### config.mk
export PLATFORM = sky130hd
export DESIGN_NAME = multiport_register_file
export DESIGN_NICKNAME = d
export VERILOG_FILES = /design/src/rtl/regfile_pkg.sv /design/src/rtl/regfile_write_arbiter.sv /design/src/rtl/multiport_register_file.sv
export SDC_FILE = /design/constraint.sdc
export NUM_CORES = 2
export LEC_CHECK = 0
export BUFFER_PORTS_ARGS = -buffer_cell sky130_fd_sc_hd__clkbuf_2
export CORE_MARGIN = 8
export CORE_UTILIZATION = 56
export CTS_CLUSTER_SIZE = 25
export DETAILED_ROUTE_END_ITERATION = 6
export GPL_ROUTABILITY_DRIVEN = 0
export PLACE_DENSITY = 0.76
export SYNTH_ARGS = -nofsm -noshare
export SYNTH_HDL_FRONTEND = slang
export SYNTH_SLANG_ARGS = --single-unit
### constraint.sdc
create_clock -name Clk -period 2.09 [get_ports Clk]
set_input_delay 0.3135 -clock Clk [delete_from_list [all_inputs] [get_ports Clk]]
set_output_delay 0.3135 -clock Clk [all_outputs]
set_load 0.02 [all_outputs]
### src/rtl/regfile_pkg.sv
// Shared constants for the multi-port register file.
// Counter sizing and parameter-legality limits.
package regfile_pkg;

    localparam int          CntWidth    = 16;
    localparam logic [15:0] CntSat      = 16'hFFFF;
    localparam int          MaxNumRead  = 8;
    localparam int          MaxNumWrite = 4;

endpackage

### src/rtl/regfile_write_arbiter.sv
// Resolves write ports into per-register enables and data, highest port wins.
// Also flags any same-address collision between enabled ports.
module regfile_write_arbiter
    import regfile_pkg::*;
#(
    parameter int DataWidth = 32,
    parameter int AddrWidth = 5,
    parameter int NumWrite  = 2,
    parameter int ZeroReg   = 1,
    localparam int Depth    = 2 ** AddrWidth
) (
    input  logic [NumWrite*AddrWidth-1:0]      WriteRegister_i,
    input  logic [NumWrite*DataWidth-1:0]      WriteData_i,
    input  logic [NumWrite-1:0]                RegWrite_i,
    output logic [Depth-1:0]                   RegWe_o,
    output logic [Depth-1:0][DataWidth-1:0]    RegData_o,
    output logic                               Collision_o
);

    always_comb begin
        RegWe_o   = '0;
        RegData_o = '0;
        // Later ports overwrite earlier ones, so the highest index wins.
        for (int k = 0; k < NumWrite; k++) begin
            logic [AddrWidth-1:0] wa;
            wa = WriteRegister_i[k*AddrWidth +: AddrWidth];
            if (RegWrite_i[k] && !((ZeroReg != 0) && (wa == '0))) begin
                RegWe_o[wa]   = 1'b1;
                RegData_o[wa] = WriteData_i[k*DataWidth +: DataWidth];
            end
        end
    end

    always_comb begin
        Collision_o = 1'b0;
        for (int j = 0; j < NumWrite; j++) begin
            for (int k = j + 1; k < NumWrite; k++) begin
                logic [AddrWidth-1:0] aj;
                logic [AddrWidth-1:0] ak;
                aj = WriteRegister_i[j*AddrWidth +: AddrWidth];
                ak = WriteRegister_i[k*AddrWidth +: AddrWidth];
                if (RegWrite_i[j] && RegWrite_i[k] && (aj == ak)
                    && !((ZeroReg != 0) && (aj == '0))) begin
                    Collision_o = 1'b1;
                end
            end
        end
    end

endmodule

### src/rtl/multiport_register_file.sv
// N-read / M-write register file with busy scoreboard and collision counter.
// Optional same-cycle write-to-read bypass: define REGFILE_BYPASS_EN.
module multiport_register_file
    import regfile_pkg::*;
#(
    parameter int DataWidth = 32,
    parameter int AddrWidth = 5,
    parameter int NumRead   = 2,
    parameter int NumWrite  = 2,
    parameter int ZeroReg   = 1
) (
    input  logic                          Clk,
    input  logic                          Reset,
    input  logic [NumRead*AddrWidth-1:0]  ReadRegister,
    output logic [NumRead*DataWidth-1:0]  ReadData,
    output logic [NumRead-1:0]            ReadBusy,
    input  logic [NumWrite*AddrWidth-1:0] WriteRegister,
    input  logic [NumWrite*DataWidth-1:0] WriteData,
    input  logic [NumWrite-1:0]           RegWrite,
    input  logic                          ReserveEn,
    input  logic [AddrWidth-1:0]          ReserveReg,
    output logic [CntWidth-1:0]           CollisionCount
);

    localparam int Depth = 2 ** AddrWidth;

    if (NumRead < 1 || NumRead > MaxNumRead) begin : g_bad_read
        $error("NumRead out of range");
    end
    if (NumWrite < 1 || NumWrite > MaxNumWrite) begin : g_bad_write
        $error("NumWrite out of range");
    end

    logic [Depth-1:0][DataWidth-1:0] mem_q, mem_d;
    logic [Depth-1:0]                busy_q, busy_d;
    logic [CntWidth-1:0]             cnt_q, cnt_d;

    logic [Depth-1:0]                reg_we;
    logic [Depth-1:0][DataWidth-1:0] reg_wdata;
    logic                            collision;
    logic                            res_ok;

    regfile_write_arbiter #(
        .DataWidth (DataWidth),
        .AddrWidth (AddrWidth),
        .NumWrite  (NumWrite),
        .ZeroReg   (ZeroReg)
    ) u_arb (
        .WriteRegister_i (WriteRegister),
        .WriteData_i     (WriteData),
        .RegWrite_i      (RegWrite),
        .RegWe_o         (reg_we),
        .RegData_o       (reg_wdata),
        .Collision_o     (collision)
    );

    assign res_ok = ReserveEn && !((ZeroReg != 0) && (ReserveReg == '0));

    always_comb begin
        mem_d  = mem_q;
        busy_d = busy_q;
        cnt_d  = cnt_q;
        for (int r = 0; r < Depth; r++) begin
            if (reg_we[r]) begin
                mem_d[r]  = reg_wdata[r];
                busy_d[r] = 1'b0;
            end
        end
        // Reservation is applied last so it beats a same-cycle write clear.
        if (res_ok) begin
            busy_d[ReserveReg] = 1'b1;
        end
        if (collision && (cnt_q != CntSat)) begin
            cnt_d = cnt_q + 1'b1;
        end
    end

    always_ff @(posedge Clk) begin
        if (Reset) begin
            mem_q  <= '0;
            busy_q <= '0;
            cnt_q  <= '0;
        end else begin
            mem_q  <= mem_d;
            busy_q <= busy_d;
            cnt_q  <= cnt_d;
        end
    end

    always_comb begin
        ReadData = '0;
        ReadBusy = '0;
        for (int i = 0; i < NumRead; i++) begin
            logic [AddrWidth-1:0] ra;
            logic [DataWidth-1:0] rd;
            logic                 rb;
            ra = ReadRegister[i*AddrWidth +: AddrWidth];
            rd = mem_q[ra];
            rb = busy_q[ra];
`ifdef REGFILE_BYPASS_EN
            // Arbiter already masks r0 when it is hardwired.
            if (reg_we[ra]) begin
                rd = reg_wdata[ra];
                if (!(res_ok && (ReserveReg == ra))) begin
                    rb = 1'b0;
                end
            end
`endif
            if ((ZeroReg != 0) && (ra == '0)) begin
                rd = '0;
                rb = 1'b0;
            end
            ReadData[i*DataWidth +: DataWidth] = rd;
            ReadBusy[i] = rb;
        end
    end

    assign CollisionCount = cnt_q;

endmodule

==> results.ini <==
[finish]
utilization_pct = 67.6
synthToLayoutAreaGrowth_pct = 19.9
drive_above_1_share_pct = 29.1
layoutNonFillerInstCount = 8213
final_nets = 6685

[clock_network]
cts_htree_levels = 3
hold_buffers = 0
clk_latency_ps = 720
cts_tree = done
cts_sinks = 1072
cts_buffer_depth = 3
cts-buffers-inserted = 114
clock-root-buffer = clkbuf_16
clk_pin_slew_ps = 70

[drt]
viasPerCell = 7.60
dr.pass1.iters = 7
drt-total-wl_microns = 271000
initialDrtViolationCount = 10200
drc = 66
num_vias = 62400
antenna_left = 0
wire_per_inst_microns = 33.1

[status]
failed_checks = design-rule violations, negative setup slack
status = complete, but fails checks

[global_routing]
grt_pass1_vias = 61600
grt_start_max_net_pins = 111
grt_usage_pct = 41.1
overflow = 0
grt_pass1_wl_microns = 397000
antenna_found_initial = 16

[power_and_ir_drop]
seqPwrFrac_pct = 42.5
power_leakage_nw = 27.8
power.switching_w = 0.0137
comb_power_share_pct = 13.7
power_frac_clock_pct = 43.8
power.density_mw_per_mm2 = 645
sw_frac_of_total_pct = 27.6
ir_drop_v = 0.000733
p_int_w = 0.0360

[synthesis]
synth_most_common_cell = nor2_1
synthCells = 6607
async_reset_ff_share_pct = 0
synth_common_cells = nor2_1 (1099), dfxtp_1 (1072), mux2i_1 (836), a211oi_1 (747), clkbuf_1 (589)
syn_nets = 6702
synth-edff-count = 0
synth_area_sq_mm = 0.0643
synth-seq-cells = 1072
synth_top_cells_by_area = dfxtp_1 (33%), mux4_2 (18%), mux2i_1 (13%), a211oi_1 (8.7%), nor2_1 (6.4%)
syn_area_per_cell_sq_um = 9.73
synthFlopType = dfxtp_1
ys_seq_area_share_pct = 33.4
yosysUniqueCellTypes = 53
synth_top_area_share_pct = 33.4
yosys_warnings = 0
yosys.area.top_type = dfxtp_1

[die]
die_h_microns = 355
core-area_sq_mm = 0.114
rows = 124
start_util_pct = 56.3
die-area_sq_mm = 0.126
pin_count = 176
die_x_microns = 355

[worst_setup_path]
r2r_slack_ps = 180
worstReg2RegStart = CollisionCount[0]
max_stage_delay_ps = 490
startpoint_type = flop
required_ps = 1780
cp.arrival_ps = 2450
cp_slowest_cell = mux4_2
crit_chain = mux4_2, nor2b_1, a211oi_2, a211o_1, a21oi_4, buf_8
crit_type = flop to output port
timing.rr.end = CollisionCount[8]
r2r_cells = 6
cp-end-kind = output port
path_max_fanout = 3

[sta]
maxSlewHeadroom_pct = 42.9
rsz0062_at_grt = yes
fin_skew_ps = 2.49
clock.fmax_ghz = 0.362
setup_tns_ps = -35790
holdWs_ps = 54.7
layout_min_cycle_time_ps = 2760
final-setup-viol-count = 66
post-route-period-util_pct = 132
tightestPinTransition_ps = 856
hold_viol = 0
slew_viol_final = 0
fin_ws_ps = -672

[hold_path]
worstHoldEndpoint = mem_q[402]
hp-class = primary input to flop
min_path_cells = 2
min_from = Reset

[run]
maxCapViolCount = 0

[place]
hpwlAfterDp_microns = 172000
port-buffer-count = 175
placedCellCount = 7977
preCtsSetupSlack_ps = -554

## final cells by class
class                      count  area (sq um)
antenna                       13          32.5
clock buffer                 167          3370
clock inverter                47           623
fill                        8045         37100
inverter                       7          26.3
multi-input combinational   4631         40700
sequential                  1072         21600
tap                         1512          1890
timing repair buffer         764          8840
## power by group through the flow
stage	clock [W]	combinational (W)	sequential, W
detailed placement	0	0.00615	0.0215
finish	0.0218	0.00679	0.0211
CTS	0.0217	0.00640	0.0211
global placement	0	0.00606	0.0215
global route	0.0226	0.00688	0.0212
floorplan	0	0.00378	0.0214
## critical path, delay by kind of cell (launching register included)
family | cells | cell delay, ps
DFF | 1 | 330
AOI/OAI and AO/OA | 3 | 540
buffers and inverters | 1 | 180
and+or+nand+nor | 1 | 160
muxes | 1 | 490
## cells in the final DEF, fill, tap and decap left out, types with 12 or more instances in the layout
cell type,instances
clkinv_2,21
nor2b_1,63
a211oi_1,712
nand2_1,302
nor2_4,14
dfxtp_2,130
a211o_1,41
clkbuf_2,99
clkbuf_1,21
nand2_4,33
clkbuf_16,114
nand2_2,12
a21oi_2,38
mux2_2,19
dfxtp_1,942
nand3_1,296
a21oi_1,48
a211oi_2,34
a311oi_1,288
nor2b_4,21
a221oi_2,66
buf_12,231
clkbuf_8,58
mux2i_1,829
buf_4,357
buf_8,28
a21oi_4,29
mux4_2,528
diode_2,13
a32oi_1,19
buf_6,23
nor2_1,1094
## worst max path at each step
stage                    start            to  slack, ps  cells after the start
5_1_grt             mem_q[787]  ReadData[51]       -680                      6
2_1_floorplan  ReadRegister[5]  ReadData[34]        -20                      7
3_5_place_dp   ReadRegister[6]   ReadBusy[1]       -550                      8
3_3_place_gp   ReadRegister[0]  ReadData[11]       -510                      7
4_1_cts             mem_q[882]  ReadData[50]       -650                      6
6_report            mem_q[210]  ReadData[50]       -670                      6
## state kept, by name, summed over array words and instances (netlist names)
| register | count |
|---|---|
| CollisionCount | 16 |
| busy_q | 32 |
| mem_q | 1024 |
## layer usage
| metal | vias up | GRT usage [%] | part of all wire (%) |
|---|---|---|---|
| li1 | 25000 | - | - |
| met2 | 5907 | 56.1 | 39 |
| met3 | 1823 | 16.6 | 18 |
| met1 | 29700 | 51.0 | 33 |
| met4 | 17 | 32.2 | 10 |
| met5 | - | 1.11 | 0.14 |
## timing repair
action	4_1_cts	5_1_grt
gates cloned	0	0
buffers inserted	6	4
endpoints found under the hold margin	0	0
resized for setup	273	174
pin swaps	85	43
endpoints found under the setup margin	66	66
## through the flow
stage / power [W] / area, sq um
final: 0.0497 / 77100
after floorplan: 0.0252 / 65500
after CTS: 0.0492 / 76700
after detailed placement: 0.0277 / 71700
after global routing: 0.0506 / 77100
after global placement: 0.0276 / 71700
## kinds of logic after synthesis
group                    Yosys count  share of synthesized area (%)
XOR/XNOR                           5                         0.0681
AND/OR/NAND/NOR                 1909                           12.7
adder cells (fa/ha/maj)            1                         0.0195
multiplexers                    1391                           32.0
buffers and inverters            904                           6.20
flip-flops                      1072                           33.4
AO/OA/AOI/OAI                   1325                           15.7
Power figures use the tool's default switching activity.
